`config.mk`:
```
export PLATFORM = sky130hd
export DESIGN_NAME = mod_6_counter
export DESIGN_NICKNAME = d
export VERILOG_FILES = /design/src/rtl/mod_6_counter.sv
export SDC_FILE = /design/constraint.sdc
export NUM_CORES = 1
export LEC_CHECK = 0
export ABC_AREA = 1
export BUFFER_PORTS_ARGS = -buffer_cell sky130_fd_sc_hd__buf_2
export CAP_MARGIN = 20
export CORE_AREA = 2 2 39 41
export DETAILED_ROUTE_END_ITERATION = 16
export DIE_AREA = 0 0 41 43
export PLACE_DENSITY_LB_ADDON = 0.3
export RECOVER_POWER = 100
export SYNTH_ARGS = -nofsm -noshare
export SYNTH_HDL_FRONTEND = slang
export SYNTH_SLANG_ARGS = --single-unit
```
`constraint.sdc`:
```
create_clock -name clk -period 1.1 [get_ports clk]
set_clock_uncertainty 0.1 [all_clocks]
set_input_delay 0.165 -clock clk [delete_from_list [all_inputs] [get_ports clk]]
set_output_delay 0.165 -clock clk [all_outputs]
set_load 0.05 [all_outputs]
```
`src/rtl/mod_6_counter.sv`:
```
// ---------------------------------------------------------------------------
// mod_6_counter
//
// Purpose:
//   This is a free-running modulo-MODULUS up-counter. At the defaults it is a
//   divide-by-6 sequencer that counts 0,1,2,3,4,5 and then wraps back to 0.
//   The counter has no enable or load input, so it advances on every rising
//   clock edge while out of reset. If the count register ever holds a value
//   of MODULUS or more, the next edge returns it to 0, so the counter cannot
//   lock up.
//
// Parameters:
//   MODULUS - number of states in the count sequence (2 .. 2**WIDTH)
//   WIDTH   - bit width of q (2**WIDTH >= MODULUS)
//
// Ports:
//   clk   in   1      system clock, rising-edge active
//   rst_n in   1      asynchronous active-low reset, clears q to 0
//   q     out  WIDTH  current count, driven straight from the count flop
//   tc    out  1      terminal count, high while q == MODULUS-1
// ---------------------------------------------------------------------------
module mod_6_counter #(
  parameter int MODULUS = 6,
  parameter int WIDTH   = 3
) (
  input  logic             clk,
  input  logic             rst_n,
  output logic [WIDTH-1:0] q,
  output logic             tc
);

  // Reject parameter combinations that cannot hold the requested sequence.
  if (MODULUS < 2 || MODULUS > (1 << WIDTH)) begin : g_bad_params
    $error("mod_6_counter: MODULUS (%0d) must be in 2..2**WIDTH (WIDTH=%0d)",
           MODULUS, WIDTH);
  end

  localparam logic [WIDTH-1:0] LAST = WIDTH'(MODULUS - 1);

  logic [WIDTH-1:0] cnt_q;
  logic [WIDTH-1:0] cnt_d;

  // Next count. The wrap uses >= rather than == so that an out-of-range
  // value (for example after an upset) also returns to 0 on the next edge.
  always_comb begin
    cnt_d = cnt_q + WIDTH'(1);
    if (cnt_q >= LAST) begin
      cnt_d = '0;
    end
  end

  // Count register. The reset is asynchronous and takes effect without
  // waiting for a clock edge.
  always_ff @(posedge clk or negedge rst_n) begin
    if (!rst_n) begin
      cnt_q <= '0;
    end else begin
      cnt_q <= cnt_d;
    end
  end

  assign q  = cnt_q;
  assign tc = (cnt_q == LAST);

endmodule

```
## Word level (Yosys, flattened, before mapping)

Index checks and enable logic that the tools add are counted.

- Eq/ne operators: 1
- Magnitude comparators: 1
- Add/sub/neg operators: 1
- Multiplexer cells: 1

Operators with widths:

| kind | count |
|---|---|
| 3-bit by 1-bit adder with 3-bit output (second input constant) | 1 |
| 3-bit equality test (second input constant) | 1 |
| 3-bit >= comparator (second input constant) | 1 |
| 3-bit 2-to-1 mux | 1 |

- Input port bits: 2
- Logic and storage cells: 5
- Register bits after elaboration: 3
- Output and inout bits: 4

## Depth between registers and ports, before layout

Gate-level depths: netlist (run 1).

- Depth after elaboration: 2
- Mapped depth: 5
- Gate-level depth less buffers: 5

## Worst setup path before layout (run 1)

OpenSTA, ideal clock, no wires.

- Path type: register -> output
- Start: register cnt_q[0] (netlist: q[0])
- End: output tc
- Data arrival time: 1292 ps
- Cell stages (with the launch flop): 4
- Required time: 835 ps
- Path buffers: 0
- Slack: -457 ps
- Path through: dfrtp_1 ha_1 nand2_1 inv_1

- Word-level cells in the longest chain between the ends: 1

RTL lines:

| what | RTL line | source |
|---|---|---|
| from (decl) | 40 | `logic [WIDTH-1:0] cnt_q;` |
| from (signal assigned) | 58 | `cnt_q <= cnt_d;` |
| 3-bit equality test | 63 | `assign tc = (cnt_q == LAST);` |
| to (decl) | 29 | `output logic tc` |

No other way between the ends.

## Final worst setup path (run 1)

Ends and elaborated chain as after synthesis.

==> impl_results.md, run 1 <==
- Yosys top cell by area: dfrtp_1
- Max-slew violation count: 0
- Core ar.: around 0.0014 sq mm
- Sw frac: 18.7%
- CTS Buf Count: 3
- Period utilization: 125%
- Die H: 43 um
- Global-route wire length before repair: 524 um
- DRC errors left: 0
- Root Driver: clkbuf_4
- Starting Density: 10.9%
- Largest net degree at the start of global routing: 5
- Via count: 153
- P_sw: 57.3 uW
- Util after Layout: 26.1%
- Multi-input logic area: between 100 and 150 sq um
- WP data required: 0.83 ns
- Power density over cell area: 849 mW/mm^2
- Post-synthesis register bit count: 3
- Most frequent cells in the layout: clkbuf_4 (3), buf_8 (3), buf_6 (3)
- Layout cells sized above 1: ~74%
- Final Total Pwr: just over 300 uW
- Final hold slack: 0.164 ns
- Max VDD drop: 419 uV
- Die area: 0.00176 sq mm
- Sink Count: 3
- Critical path type: reg -> out
- Worst setup EP type: output pin
- Vias in the first global route: 144
- P_leak: around 0.00015 uW
- Max-cap violations: 0
- # diodes: 0
- F_max: between 700 and 800 MHz
- Tmin final: 1.38 ns
- Initial antenna violation count: 0
- Setup WS post-layout: -0.279 ns
- Top post-synthesis cells by area: dfrtp_1 (50%), ha_1 (17%), inv_1 (9.9%)
- FF-to-FF path depth: 6
- Sequential power share: 36.1%
- CP max-delay cell: dfrtp_2
- # setup viols final: 7
- Sequential Area: 77.6 sq um
- Buf+Inv Stages, Crit Path: 2
- Design area: 362 sq um
- Reg-to-Reg End: q[2]
- PortBufs: 5
- Status: finished with violations
- Post-DRT Antenna Nets: 0
- Reg2Reg Setup Slack: -0.18 ns
- Clock share of power: 62.2%
- Longest Clk Path Bufs: 2
- Hold crit path type: in -> async
- # fillers: 149
- Placer Congestion: 0.595
- CTS tree: done
- Syn Inst Count: 17
- Failing checks: negative setup slack
- DRT iter0 DRCs: 0
- Final Routed Wirelength: 412 um
- Slew headroom: just under 90%
- CTS H-tree depth: 1
- IO Count: 6
- RSZ-0062 raised after global routing: true
- Sequential area share after synthesis: approximately half
- Top Family by Delay on Critical Path: flip-flops
- Final setup TNS: -0.881 ns
- Die width: 41 um
- Crit path DAT: 1.11 ns
- Slew @ Worst Pin: 0.190 ns
- Synth top area share: 49.6%
- DR pass1 iterations: 1
- Avg WL per Cell: 8.77 um
- # rows: 14
- Cell-internal power: 250 uW
- Syn_area_per_cell: 8.91 sq um
- Area after DPL: 223 sq um
- Synth cell types: 7
- Gate power share: 1.7%
- Vias per cell: between 3 and 4
- Mapped Area: 151 sq um
- Syn_nets: 21
- Largest register FFs: 3
- Final hold violation count: 0
- Critical Path Max Stage Delay: 0.42 ns
- Worst-path cell chain: ha_4 > nand2_4 > clkinvlp_4 > buf_8
- Grt ovf: 0
- Clk slew on worst S/H paths: 0.04 ns
- R2r startpoint: q[0]
- Fin nets: 36
- GRT Overall Usage: under 10%
- Layout area overhead: 139%
- CP startpoint kind: flip-flop
- Synthesis Warnings: 0
- Worst-skew pair later-pin latency: 0.23 ns
- CP max FO: 2
## layout make-up
class                           instances  area share [%]
Sequential cell                         3            21.5
Inverter                                4            5.19
Tap cell                               16            5.54
Timing Repair Buffer                   10            29.8
Multi-Input combinational cell         10            30.8
Clock buffer                            4            7.27
## how the worst max path moves through the flow
| stage | from | end | slack (ns) | cells after the start |
|---|---|---|---|---|
| after global routing | q[0] | tc | -0.32 | 4 |
| after global placement | q[1] | tc | -0.13 | 5 |
| final | q[0] | tc | -0.28 | 4 |
| after floorplan | q[0] | tc | -0.23 | 3 |
| after CTS | q[0] | tc | -0.29 | 4 |
| after detailed placement | q[1] | tc | -0.14 | 5 |
## power groups by stage
stage	Clock [uW]	Combinational, uW	Sequential (uW)
floorplan	0	0.0000384	112
global placement	0	3.51	112
detailed placement	0	3.31	112
CTS	206	5.94	111
global route	214	6.20	111
finish	191	5.28	111
## stage by stage
stage	cells	setup slack (ns)
finish	47	-0.279
global route	47	-0.323
CTS	46	-0.287
detailed placement	40	-0.135
global placement	40	-0.127
floorplan	17	-0.235
## Yosys cell counts
cell type and n:
nor2_1 2, o21bai_1 1, a21oi_1 2, nand2_1 3
inv_1 4, ha_1 2, dfrtp_1 3
## per-layer routing
| layer | track usage [%] | wire length, um |
|---|---|---|
| met3 | 1.57 | 25 |
| met5 | 0 | 0 |
| met1 | 6.15 | 160 |
| met4 | 8.00 | 0 |
| met2 | 5.63 | 226 |
## timing repair
action	4_1_cts	5_1_grt
setup buffers	1	1
gates resized for setup	12	11
endpoints found under the hold margin	3	0
hold buffers	1	0
pin swaps	1	3
setup endpoints to repair	5	6
gates cloned	0	0
## cell families (layout without fill, tap and decap cells)
| group | Yosys count | count (layout) | synth area share (%) |
|---|---|---|---|
| AND/OR/NAND/NOR | 5 | 5 | 12.4 |
| buffers and inverters | 4 | 18 | 9.91 |
| AO/OA/AOI/OAI | 3 | 3 | 11.6 |
| flip-flops | 3 | 3 | 49.6 |
| adder cells (fa/ha/maj) | 2 | 2 | 16.5 |
(Power assumes the default switching activity.)
==> run 2, diff against run 1 <==
- CELL_PAD_IN_SITES_DETAIL_PLACEMENT: default -> 1
- CELL_PAD_IN_SITES_GLOBAL_PLACEMENT: default -> 2
- SKIP_CTS_REPAIR_TIMING: default -> 1
==> run 2 against run 1 <==
- the run still ends with negative setup slack left
- sequential share of layout area rose by 1.7 points
- clock-buffer cell count stayed put
- via count rose by 0.65%
- combinational power rose by 1%
- setup slack improved by 0.013 ns
- cell area is 5.9% lower
- clock power about the same
- first-iteration DRC count stayed put
==> impl_results.md, run 2 (synthesis results as in run 1) <==
- Crit path DAT: 1.10 ns (about the same)
- DRC errors left: 0 (unchanged)
- Initial antenna violation count: 0 (unchanged)
- Largest register FFs: 3 (unchanged)
- Global-route wire length before repair: 552 um (+5.3%)
- Final hold violation count: 0 (unchanged)
- CTS H-tree depth: 1 (unchanged)
- Max-slew violation count: 0 (unchanged)
- Failing checks: negative setup slack
- Slew @ Worst Pin: 0.155 ns (-0.0352 ns)
- Final Total Pwr: 305 uW (-0.82%)
- PortBufs: 5 (unchanged)
- HPWL Detailed: 275 um
- # diodes: 0 (unchanged)
- Placed Instances: 41 (+2.5%)
- Slew headroom: 89.7% (+2.3 points)
- Worst-skew pair later-pin latency: 0.23 ns (about the same)
- Most frequent cells in the layout: clkbuf_4 (3), buf_6 (3), buf_4 (3), dfrtp_2 (3)
- Placer Congestion: 0.646 (+8.6%)
- DRT iter0 DRCs: 0 (unchanged)
- Max-cap violations: 0 (unchanged)
- Longest Clk Path Bufs: 2 (unchanged)
- WP data required: 0.83 ns (about the same)
- Non-Filler Instances: 47 (unchanged)
- Sink Count: 3 (unchanged)
- Setup WS post-layout: -0.266 ns (+0.0129 ns)
- IO Count: 6 (unchanged)
- CP max FO: 3 (+1)
- CP startpoint kind: flip-flop
- Fin nets: 36 (unchanged)
- Vias in the first global route: 151 (+4.9%)
- Reg-to-Reg End: q[2]
- F_max: 732 MHz (+0.95%)
- Worst setup EP type: output pin
- Status: finished with violations
- # fillers: 164 (+10%)
- Grt ovf: 0 (unchanged)
- # setup viols final: 4 (-3)
- Largest net degree at the start of global routing: 5 (unchanged)
- Avg WL per Cell: 7.94 um (-9.5%)
- Core ar.: 0.00138 sq mm (unchanged)
- CTS tree: done
- Hold crit path type: in -> async
- Layout cells sized above 1: 77.4% (+3.2 points)
- CTS Buf Count: 3 (unchanged)
- Period utilization: 124% (-1.2 points)
- FF-to-FF path depth: 5 (-1)
- Root Driver: clkbuf_4
- # rows: 14 (unchanged)
- Critical path type: reg -> out
- Die area: 0.00176 sq mm (unchanged)
- Power density over cell area: 895 mW/mm^2 (+5.4%)
- Tmin final: 1.37 ns (-0.0129 ns)
- Via count: 154 (+0.65%)
- P_leak: 0.000143 uW (-5.5%)
- Final Routed Wirelength: 373 um (-9.5%)
- Max VDD drop: 435 uV (+3.9%)
- Starting Density: 10.9% (unchanged)
- Die width: 41 um (unchanged)
- GRT Overall Usage: 5.14% (-0.095 points)
- Vias per cell: 3.28 (+0.65%)
- Reg2Reg Setup Slack: -0.09 ns (+0.09 ns)
- DR pass1 iterations: 1 (unchanged)
- Post-DRT Antenna Nets: 0 (unchanged)
- Layout area overhead: 125%
- Clk slew on worst S/H paths: 0.04 ns (about the same)
- Die H: 43 um (unchanged)
- RSZ-0062 raised after global routing: true
- R2r startpoint: q[0]
## run 2: power by group
part	internal [uW]	switching [uW]
registers	111	0
logic	3.07	2.27
clock network	136	52.7
total	250	55.0
## run 2: critical path, cell delays in order, from the launching register on
cell        delay [ns]
dfrtp_2           0.42
ha_4              0.17
nand2_4           0.06
clkinvlp_4        0.08
buf_8             0.15
## run 2: per-stage QoR
stage | setup WS, ns | utilization, % | instance area [sq um] | hold slack, ns | TNS [ns]
6_report | -0.266 | 24.6 | 340 | 0.169 | -0.533
5_1_grt | -0.305 | 24.6 | 340 | 0.193 | -0.674
4_1_cts | -0.385 | 18.5 | 256 | -0.386 | -0.860
3_5_place_dp | -0.136 | 16.6 | 230 | -0.137 | -0.227
3_3_place_gp | -0.130 | 16.6 | 230 | -0.140 | -0.235
2_1_floorplan | -0.235 | - | 163 | -0.231 | -0.528
## run 2: worst max path at each step
stage	end	slack (ns)	cells past startpoint	from
global route	tc	-0.30	5	q[1]
detailed placement	tc	-0.14	5	q[1]
floorplan	tc	-0.23	3	q[0]
CTS	tc	-0.38	5	q[1]
global placement	tc	-0.13	5	q[1]
finish	tc	-0.27	4	q[0]
## run 2: final cells by class
cell class | count | area, sq um | share of cell area (%)
inverters | 4 | 18.8 | 5.51
clock buffers | 4 | 26.3 | 7.72
repair buffers | 10 | 100 | 29.4
well taps | 16 | 20.0 | 5.88
flip-flops and latches | 3 | 78.8 | 23.2
multi-input cells | 10 | 96.3 | 28.3
## run 2: metal layers
metal / track usage [%] / routed length (um) / vias up
li1: - / - / 78
met1: 4.87 / 163 / 72
met2: 6.56 / 193 / 4
met3: 3.14 / 16 / 0
met4: 6.00 / 0 / 0
met5: 0 / 0 / -
==> run 3, diff against run 2 <==
- BUFFER_PORTS_ARGS: -buffer_cell sky130_fd_sc_hd__buf_2 -> -buffer_cell sky130_fd_sc_hd__buf_4
- clock period: 1.1 -> 1.6 ns (I/O delays scaled with it)
==> run 3 against run 2 <==
- the flow now finishes without violations
- cell count shrank 8.5%
- flip-flop and latch count unchanged
- die area is the same
- register-to-register slack better by 0.57 ns
- critical path depth grew 1
- via count fell by 11%
- clock power decreased by 31%
==> impl_results.md, run 3 (synthesis results as in run 1) <==
- Max VDD drop: 258 uV (-41%)
- CTS tree: done
- Largest register FFs: 3 (unchanged)
- Avg WL per Cell: 8.09 um (+2.0%)
- Final Routed Wirelength: 348 um (-6.7%)
- CTS Buf Count: 3 (unchanged)
- Die area: 0.00176 sq mm (unchanged)
- Die width: 41 um (unchanged)
- Tmin final: 1.48 ns
- Reg2Reg Setup Slack: 0.48 ns (+0.57 ns)
- IO Count: 6 (unchanged)
- Initial antenna violation count: 0 (unchanged)
- Die H: 43 um (unchanged)
- Most frequent cells in the layout: inv_1 (4), nand2_1 (3), clkbuf_4 (3), clkbuf_2 (3)
- Slew headroom: 81.4% (-8.3 points)
- PortBufs: 5 (unchanged)
- Core ar.: 0.00138 sq mm (unchanged)
- Period utilization: 92.7%
- Post-DRT Antenna Nets: 0 (unchanged)
- DRT iter0 DRCs: 1 (+1)
- Design area: 239 sq um (-30%)
- Layout cells sized above 1: 29.6% (-48 points)
- Worst-skew pair later-pin latency: 0.23 ns (about the same)
- Setup WS pre-CTS: 0.325 ns (+0.461 ns)
- HPWL Detailed: 272 um (-0.87%)
- RSZ-0062 raised after global routing: false
- Hold crit path type: in -> async
- CTS H-tree depth: 1 (unchanged)
- # diodes: 0 (unchanged)
- Max-slew violation count: 0 (unchanged)
- Global-route wire length before repair: 503 um (-8.9%)
- Status: finished, final reports clean
- Clk slew on worst S/H paths: 0.04 ns (about the same)
- Vias per cell: 3.19 (-2.8%)
- DR pass1 iterations: 2 (+1)
- Commonest non-fill, non-tap cell in the layout: inv_1
- Root Driver: clkbuf_4
- Vias in the first global route: 130 (-14%)
- Fin nets: 32 (-11%)
- Placer Congestion: 0.539 (-17%)
- Largest net degree at the start of global routing: 7 (+2)
- Critical path type: reg -> out
- # rows: 14 (unchanged)
- Worst setup EP type: output pin
- CP Launch Point: q[1]
- Sink Count: 3 (unchanged)
- GRT Overall Usage: 5.04% (-0.10 points)
- F_max: 674 MHz
- Layout area overhead: 57.9%
- Slew @ Worst Pin: 0.280 ns (+0.125 ns)
- Setup WS post-layout: 0.117 ns (+0.383 ns)
- Final setup TNS: 0 ns (+0.533 ns)
- CP startpoint kind: flip-flop
- CP max FO: 4 (+1)
- Crit path DAT: 1.14 ns (+0.04 ns)
- Power density over cell area: 877 mW/mm^2 (-2.0%)
- Starting Density: 10.9% (unchanged)
- Via count: 137 (-11%)
- # setup viols final: 0 (-4)
- Longest Clk Path Bufs: 2 (unchanged)
- Area after DPL: 210 sq um (-8.7%)
- Grt ovf: 0 (unchanged)
- Final Total Pwr: 210 uW (-31%)
- R2r startpoint: q[0]
- Final hold violation count: 0 (unchanged)
- DRC errors left: 0 (unchanged)
- WP data required: 1.26 ns (+0.43 ns)
- P_leak: 0.000126 uW (-12%)
- Max-cap violations: 0 (unchanged)
==> run 3: layout make-up <==
type                            instances  area (sq um)
Fill cell                             168          1140
Multi-Input combinational cell         10          61.3
Inverter                                4          15.0
Sequential cell                         3          76.3
Timing Repair Buffer                    6          40.0
Clock buffer                            4          26.3
Tap cell                               16          20.0
==> run 3: critical path, cell delays in order (launching register included) <==
cell     delay, ns
dfrtp_1       0.41
inv_1         0.07
ha_1          0.15
nand2_1       0.06
inv_1         0.07
buf_6         0.15
==> run 3: report_power, final <==
group          switching [uW]  total, uW  internal, uW
logic                    1.62       3.73          2.11
clock network            36.3        130          93.3
registers                   0       76.3          76.3
total                    38.0        210           172
==> run 3: worst paths after layout <==
check / end / cells past startpoint
max reg2reg: q[0] / 4
min reg2reg: q[0] / 1
min in group clk: q[0] / 1
max in group asynchronous: q[0] / 2
min: q[1] / 2
max: tc / 5
==> run 3: layer usage <==
| metal | GRT usage (%) | share of wire (%) | vias up |
|---|---|---|---|
| li1 | - | - | 72 |
| met2 | 4.38 | 43 | 6 |
| met3 | 3.14 | 11 | 0 |
| met4 | 8.00 | 0 | 0 |
| met1 | 5.84 | 45 | 59 |
| met5 | 0 | 0 | - |
==> run 3: stage by stage <==
step	hold WS, ns	cells	util [%]
after floorplan	-0.156	17	-
after global placement	-0.0702	38	15.2
after detailed placement	-0.0695	38	15.2
after CTS	-0.321	42	17.1
after global routing	0.266	43	17.3
final	0.245	43	17.3
